## src/rtl/start_fifo_srl_ctrl_if.sv

```systemverilog
// Handshake bundle between the start-token FIFO and its producer/consumer.
// The occupancy/capacity signals exist only when START_FIFO_OCC_EN is defined.
interface start_fifo_srl_ctrl_if #(
    parameter int DATA_WIDTH = 1,
    parameter int ADDR_WIDTH = 1
);
    logic                  if_write;
    logic [DATA_WIDTH-1:0] if_din;
    logic                  if_full_n;
    logic                  if_read;
    logic [DATA_WIDTH-1:0] if_dout;
    logic                  if_empty_n;
`ifdef START_FIFO_OCC_EN
    logic [ADDR_WIDTH:0]   if_num_data_valid;
    logic [ADDR_WIDTH:0]   if_fifo_cap;

    modport master (
        output if_write, if_din, if_read,
        input  if_full_n, if_dout, if_empty_n, if_num_data_valid, if_fifo_cap
    );
    modport slave (
        input  if_write, if_din, if_read,
        output if_full_n, if_dout, if_empty_n, if_num_data_valid, if_fifo_cap
    );
`else
    modport master (
        output if_write, if_din, if_read,
        input  if_full_n, if_dout, if_empty_n
    );
    modport slave (
        input  if_write, if_din, if_read,
        output if_full_n, if_dout, if_empty_n
    );
`endif
endinterface

```

## src/rtl/start_fifo_srl_ctrl.sv

```systemverilog
// SRL-style start-token FIFO: shift-in storage, tap read of the oldest token, registered flags.
// Define START_FIFO_OCC_EN to add the if_num_data_valid / if_fifo_cap outputs.
module start_fifo_srl_ctrl #(
    parameter int DATA_WIDTH = 1,
    parameter int ADDR_WIDTH = 1,
    parameter int DEPTH      = 2
) (
    input  logic                   ap_clk,
    input  logic                   ap_rst_n,
    start_fifo_srl_ctrl_if.slave   fifo
);
    localparam logic [ADDR_WIDTH-1:0] TAP_PENULT = ADDR_WIDTH'(DEPTH - 2);
    localparam logic [ADDR_WIDTH-1:0] TAP_LAST   = ADDR_WIDTH'(DEPTH - 1);

    typedef enum logic [1:0] {S_EMPTY, S_PART, S_FULL} state_t;

    state_t                  state_reg, state_next;
    logic [ADDR_WIDTH-1:0]   tap_reg, tap_next;
    logic                    full_n, empty_n;
    logic                    push, pop;
    logic [DATA_WIDTH-1:0]   entry [DEPTH];

    // Flags decode the registered state only, so strobes never reach them combinationally.
    assign full_n  = (state_reg != S_FULL);
    assign empty_n = (state_reg != S_EMPTY);
    assign push    = fifo.if_write & full_n;
    assign pop     = fifo.if_read & empty_n;

    assign fifo.if_full_n  = full_n;
    assign fifo.if_empty_n = empty_n;
    assign fifo.if_dout    = entry[tap_reg];

    always_ff @(posedge ap_clk or negedge ap_rst_n) begin
        if (!ap_rst_n) begin
            state_reg <= S_EMPTY;
            tap_reg   <= '0;
        end else begin
            state_reg <= state_next;
            tap_reg   <= tap_next;
        end
    end

    always_comb begin
        state_next = state_reg;
        tap_next   = tap_reg;
        case (state_reg)
            S_EMPTY: begin
                tap_next = '0;
                if (push) state_next = S_PART;
            end
            S_PART: begin
                if (push && !pop) begin
                    tap_next = tap_reg + 1'b1;
                    if (tap_reg == TAP_PENULT) state_next = S_FULL;
                end else if (pop && !push) begin
                    if (tap_reg == '0) state_next = S_EMPTY;
                    else               tap_next   = tap_reg - 1'b1;
                end
            end
            S_FULL: begin
                tap_next = TAP_LAST;
                // A write in the same cycle is dropped: full_n was low when it was presented.
                if (pop) begin
                    state_next = S_PART;
                    tap_next   = TAP_PENULT;
                end
            end
            default: begin
                state_next = S_EMPTY;
                tap_next   = '0;
            end
        endcase
    end

    // Shift register storage, intentionally not reset; validity is tracked by the state alone.
    for (genvar gi = 0; gi < DEPTH; gi++) begin : g_srl
        logic [DATA_WIDTH-1:0] entry_reg;
        if (gi == 0) begin : g_head
            always_ff @(posedge ap_clk) begin
                if (push) entry_reg <= fifo.if_din;
            end
        end else begin : g_tail
            always_ff @(posedge ap_clk) begin
                if (push) entry_reg <= entry[gi-1];
            end
        end
        assign entry[gi] = entry_reg;
    end

`ifdef START_FIFO_OCC_EN
    logic [ADDR_WIDTH:0] cnt_reg, cnt_next;

    // In every non-empty state the count is one more than the tap.
    always_comb begin
        cnt_next = '0;
        if (state_next != S_EMPTY) cnt_next = {1'b0, tap_next} + (ADDR_WIDTH+1)'(1);
    end

    always_ff @(posedge ap_clk or negedge ap_rst_n) begin
        if (!ap_rst_n) cnt_reg <= '0;
        else           cnt_reg <= cnt_next;
    end

    assign fifo.if_num_data_valid = cnt_reg;
    assign fifo.if_fifo_cap       = (ADDR_WIDTH+1)'(DEPTH);
`endif

endmodule
```

## src/flat_wrapper.sv

```systemverilog
// flat-port wrapper written by rule: the top's interface ports become plain ports
module start_fifo_srl_ctrl_flat 
#(
    parameter int DATA_WIDTH = 1,
    parameter int ADDR_WIDTH = 1,
    parameter int DEPTH      = 2
)
  (ap_clk, ap_rst_n, fifo_if_write, fifo_if_din, fifo_if_read, fifo_if_full_n, fifo_if_dout, fifo_if_empty_n);
  start_fifo_srl_ctrl_if #(.DATA_WIDTH(DATA_WIDTH), .ADDR_WIDTH(ADDR_WIDTH)) fifo_i ();
  input  logic ap_clk;
  input  logic ap_rst_n;
  input wire logic [$bits(fifo_i.if_write)-1:0] fifo_if_write;
  input wire logic [$bits(fifo_i.if_din)-1:0] fifo_if_din;
  input wire logic [$bits(fifo_i.if_read)-1:0] fifo_if_read;
  output wire logic [$bits(fifo_i.if_full_n)-1:0] fifo_if_full_n;
  output wire logic [$bits(fifo_i.if_dout)-1:0] fifo_if_dout;
  output wire logic [$bits(fifo_i.if_empty_n)-1:0] fifo_if_empty_n;
  assign fifo_i.if_write = fifo_if_write;
  assign fifo_i.if_din = fifo_if_din;
  assign fifo_i.if_read = fifo_if_read;
  assign fifo_if_full_n = fifo_i.if_full_n;
  assign fifo_if_dout = fifo_i.if_dout;
  assign fifo_if_empty_n = fifo_i.if_empty_n;
  start_fifo_srl_ctrl #(.DATA_WIDTH(DATA_WIDTH), .ADDR_WIDTH(ADDR_WIDTH), .DEPTH(DEPTH)) u_core (.ap_clk(ap_clk), .ap_rst_n(ap_rst_n), .fifo(fifo_i));
endmodule
```

## config.mk

```make
export PLATFORM = sky130hd
export DESIGN_NAME = start_fifo_srl_ctrl_flat
export DESIGN_NICKNAME = d
export VERILOG_FILES = /design/src/rtl/start_fifo_srl_ctrl_if.sv /design/src/rtl/start_fifo_srl_ctrl.sv /design/src/flat_wrapper.sv
export SDC_FILE = /design/constraint.sdc
export NUM_CORES = 1
export LEC_CHECK = 0
export ABC_AREA = 1
export BUFFER_PORTS_ARGS = -buffer_cell sky130_fd_sc_hd__buf_4
export CAP_MARGIN = 20
export CORE_AREA = 2 2 39 41
export DETAILED_ROUTE_END_ITERATION = 12
export DIE_AREA = 0 0 41 43
export PLACE_DENSITY_LB_ADDON = 0.3
export RECOVER_POWER = 100
export SLEW_MARGIN = 40
export SYNTH_ARGS = -nofsm -noshare
export SYNTH_HDL_FRONTEND = slang
export SYNTH_SLANG_ARGS = --single-unit
```

## constraint.sdc

```tcl
create_clock -name ap_clk -period 1.2 [get_ports ap_clk]
set_input_delay 0.12 -clock ap_clk [delete_from_list [all_inputs] [get_ports ap_clk]]
set_output_delay 0.12 -clock ap_clk [all_outputs]
set_load 0.05 [all_outputs]
```

Yosys cells after proc, flatten, opt, wreduce, memory -nomap -nowiden
Index checks and enable logic that the tools add are counted. W data, S select, Z words.

Add/sub/neg operators: 2. $lt $le $gt $ge: 1. Equality and inequality tests: 7. Multiplexer cells: 15. Bitwise logic cells: 3. Reductions and logical operators: 7.

Operators with widths (count): $mux W2 (6); $mux W1 (7); $pmux W2 S3 (1); $ne A2 B1 Y1 const B (2); $ne A2 B2 Y1 const B (2); $reduce_and A4 Y1 (1); $ne A3 B1 Y1 const B (1); $and A1 B1 Y1 (2); $eq A2 B1 Y1 const B (1); $eq A2 B2 Y1 const B (1); $ge A2 B2 Y1 const B (1); $logic_and A1 B1 Y1 (2); $logic_not A1 Y1 (2); $logic_not A2 Y1 (1); $not A1 Y2 (1); $pmux W1 S2 (1); $reduce_bool A2 Y1 (1); $add A1 B1 Y1 const B (1); $sub A1 B1 Y1 const B (1).

Bits in registers: 5. Input port bits: 5. Output and inout port bits: 3. Logic and storage cells: 39.

Longest topological paths before layout
Depth after elaboration: 7. Depth in mapped cells: 10. Mapped depth without buffers: 10.

Worst setup path after synthesis
No wires, ideal clock.

Path type: flip-flop to flip-flop. From: reg u_core.state_reg[0]. To: reg u_core.state_reg[1]. Setup time: 0.118 ns. Data arrival time: 1.297 ns. Data required time: 1.082 ns. Setup slack: -0.215 ns. Cell stages (with the launch flop): 11. Buffers on the path: 0. Period minus slack after synthesis: 1.415 ns. Cells stage by stage: dfrtp_1 -> inv_1 -> ha_1 -> inv_2 -> nand2_2 -> nand2_1 -> nand2_1 -> nor2_2 -> nand2_1 -> nand2_1 -> nand2_1.

Longest elaborated chain between the ends: 6. Elaborated cells between the ends (all ways): 18. Those cells by class: 7 x eq/ne; 2 x mux; 2 x bitwise; 7 x reduce/logical.

RTL lines: start: declaration (RTL line start_fifo_srl_ctrl.sv:17) `state_t state_reg, state_next;`; start signal: assignment (RTL line start_fifo_srl_ctrl.sv:38) `state_reg <= state_next;`; $reduce_bool A2 Y1 (*) (RTL line start_fifo_srl_ctrl.sv:25) `assign empty_n = (state_reg != S_EMPTY);`; via fifo_if_empty_n (RTL line flat_wrapper.sv:17) `output wire logic [$bits(fifo_i.if_empty_n)-1:0] fifo_if_empty_n;`; $and A1 B1 Y1 (*) (RTL line start_fifo_srl_ctrl.sv:27) `assign pop = fifo.if_read & empty_n;`; $logic_not A1 Y1 (RTL line start_fifo_srl_ctrl.sv:52) `if (push && !pop) begin`; $logic_and A1 B1 Y1 (RTL line start_fifo_srl_ctrl.sv:52); $ne A3 B1 Y1 (no line) or $mux W2 (tied branches); $reduce_and A4 Y1 (no line) or $pmux W2 S3 (tied branches).

Mark *: on every way through the listed nets, which the timed path passes. The rest lies on a longest branch. A chain may end at the register's enable or synchronous reset.

Final worst setup path
From: reg u_core.state_reg[0]. To: out fifo_if_full_n.

Longest elaborated chain between the ends: 1.

RTL lines: $ne A2 B2 Y1 (RTL line start_fifo_srl_ctrl.sv:24) `assign full_n = (state_reg != S_FULL);`; end: declaration (RTL line flat_wrapper.sv:15) `output wire logic [$bits(fifo_i.if_full_n)-1:0] fifo_if_full_n;`.

Every way passes these cells.

==> results.ini <==
[status]
status=complete, but fails checks
failed_checks=negative setup slack

[floorplan]
die_y_um=43
ioPinCount=8
die_width_um=41
floorplan.core_area_sq_um=1380
count_of_standard_cell_rows=14
initial_utilization_pct=23.7
floorplan.die_area_sq_um=1760

[cells_and_area]
final_net_count=69
flow.area_growth_from_synthesis_pct=77.5
final_cells=76
layout.cell_area.non_filler_sq_um=582
sequential_cell_area_sq_um=135
drive_gt1_share_pct=55.0
layout.filler_cells=152
multi_input_gate_area_sq_um=215
diodes=0

[worst_setup_path]
critPathMaxStageDelay_ns=0.39
arrival_ns=1.20
worst_setup_path_startpoint=u_core.state_reg[0]$_DFFE_PN0P_
critical_path.endpoint_type=output pin
startpoint_type=flop
reg2regPathDepth=10
cp.required_ns=1.08
reg2reg_from=u_core.state_reg[1]$_DFFE_PN0P_
regToRegSetupSlack_ns=-0.07
critical_path.n_buffers_inverters=4
worstPathCellList=inv_2 -> ha_4 -> inv_6 -> buf_6 -> buf_8
crit_path_max_fanout=3
r2r_end=u_core.state_reg[1]$_DFFE_PN0P_
path_type_of_the_worst_setup_path=reg -> out
timing.critical_path.slowest_stage_cell=dfrtp_1
cp_top_family=buffers and inverters

[timing]
worstMarginPinSlew_ns=0.175
maxClockFrequency_ghz=0.758
maxSlewHeadroom_pct=88.4
final_cycle_share_pct=110
hold_viol=0
clock_skew_ns=0.00114
setup_violations=5
grt_setup_unrepaired=yes
finalWorstPathRequiredPeriod_ns=1.32
worst_slack_ns=-0.119
report.final.slew_viol_count=0

[clock_tree]
htree_levels=1
cts_tree=done
clock_latency_ns=0.23
clk_path_buf_depth=2
cts.root.buffer_cell=clkbuf_4
tritoncts_num_sinks=5
clock_buffers_created_by_tritoncts=3
clock_slew_at_the_register_clock_pins_of_the_worst_setup_and_hold_paths_ns=0.04

[grt]
groute.usage.overall_pct=11.2
number_of_global_route_vias_before_repair=293
grt_start_max_net_pins=5
gr-total-overflow=0
grt_pass1_wl_um=1240
antenna_found_initial=0

[min_path]
holdPathEnd=u_core.g_srl[0].entry_reg$_DFFE_PP_
min-delay-start=fifo_if_din
hp-class=in -> reg
min_path_cells=1

[routing]
via_count=310
route.detailed.drc=0
first_iter_violations=1
via_per_inst=4.08
first_pass_iters=2
route.detailed.wl_per_inst_um=9.34
detail-route-antenna-nets=0
route.final.wire_length_um=710

[yosys]
seq_area_frac_synth_pct=41.2
yosys.cell_types.count=13
ys_seq_elements=5
post_synth_inst_count=40
post_synth_net_total=48
netlist.area_leader.share_pct=22.9
synthesis.area_per_instance_sq_um=8.20
synth_area_leaders=dfrtp_1, edfxtp_1, nand2_1, ha_1, nand3_2
netlist_area_sq_um=328
yosys_warnings=0
yosys.area.top_type=dfrtp_1

[placement]
numPortBuffers=7
globalplace.congestion=0.723
dp_hpwl_um=551
placed_area_sq_um=453
post-place-cells=67

[run]
cap_violations=0

[pwr]
power.static_leakage_nw=0.286
worst_ir_drop_vdd_mv=1.04
power_density_nw_per_um2=2600

-- Yosys cell counts, drive strengths merged --
master and count:
dfrtp 3, inv 6, nand4 2, ha 3, nand3 4, nor2 3, nand2 17, edfxtp 2
-- worst max path at each step --
stage | endpoint | slack [ns] | cells past startpoint
after global routing | u_core.state_reg[0]$_DFFE_PN0P_ | -0.19 | 10
after global placement | u_core.state_reg[0]$_DFFE_PN0P_ | -0.09 | 8
after CTS | fifo_if_full_n | -0.12 | 5
after detailed placement | u_core.state_reg[0]$_DFFE_PN0P_ | -0.11 | 8
after floorplan | u_core.state_reg[1]$_DFFE_PN0P_ | -0.06 | 9
final | fifo_if_full_n | -0.12 | 5
-- logic make-up after synthesis --
family | synth area share, %
AND/OR/NAND/NOR | 40.5
adder cells (fa/ha/maj) | 11.5
buffers and inverters | 6.87
flip-flops | 41.2
-- layer usage --
metal,vias to the layer above,part of all wire [%],GRT usage [%]
met3,2,4.1,1.57
met1,137,44,13.8
met2,6,51,15.9
met5,-,0,0
li1,165,-,-
met4,0,1.1,10.0
-- metrics by stage --
step                TNS, ns  power [mW]  hold slack [ns]  worst slack [ns]  util [%]
global placement     -0.282        1.05          -0.0868           -0.0855      32.7
global route         -0.908        1.64           0.0757            -0.194      42.0
CTS                  -0.433        1.47           0.0553            -0.124      40.7
finish               -0.392        1.51           0.0839            -0.119      42.0
floorplan            -0.136       0.833           -0.176           -0.0631         -
detailed placement   -0.396        1.06          -0.0872            -0.110      32.7
-- final cells by class --
class / count / share of cell area (%)
tap: 16 / 3.44
timing repair buffer: 16 / 26.2
clock buffer: 4 / 4.52
inverter: 6 / 5.59
sequential: 5 / 23.2
multi-input combinational: 29 / 37.0
-- layout by cell type (no fill, tap or decap) --
| cell | count |
|---|---|
| nor2_1 | 1 |
| nand2_4 | 2 |
| clkbuf_1 | 2 |
| nand4_1 | 2 |
| buf_6 | 5 |
| buf_8 | 2 |
| inv_1 | 2 |
| clkbuf_4 | 4 |
| nand2_2 | 3 |
| edfxtp_1 | 2 |
| dfrtp_1 | 3 |
| buf_4 | 6 |
| nand2_1 | 12 |
| inv_2 | 2 |
| dlygate4sd3_1 | 1 |
| ha_4 | 2 |
| nand3_1 | 2 |
| nor2_4 | 1 |
| ha_2 | 1 |
| nand3_2 | 2 |
| nor2_2 | 1 |
| inv_6 | 2 |
-- power breakdown --
| group | internal [mW] | total (mW) | switching (mW) |
|---|---|---|---|
| clock network | 0.125 | 0.189 | 0.0635 |
| registers | 0.237 | 0.283 | 0.0461 |
| logic | 0.481 | 1.04 | 0.561 |
| total | 0.843 | 1.51 | 0.670 |
-- timing repair --
action | in CTS | in global routing
hold buffers | 1 | 0
endpoints found under the setup margin | 7 | 8
setup buffers | 3 | 1
resized for setup | 13 | 4
gates cloned | 0 | 0
pin swaps | 2 | 2
endpoints found under the hold margin | 3 | 0
(Power assumes the default switching activity.)
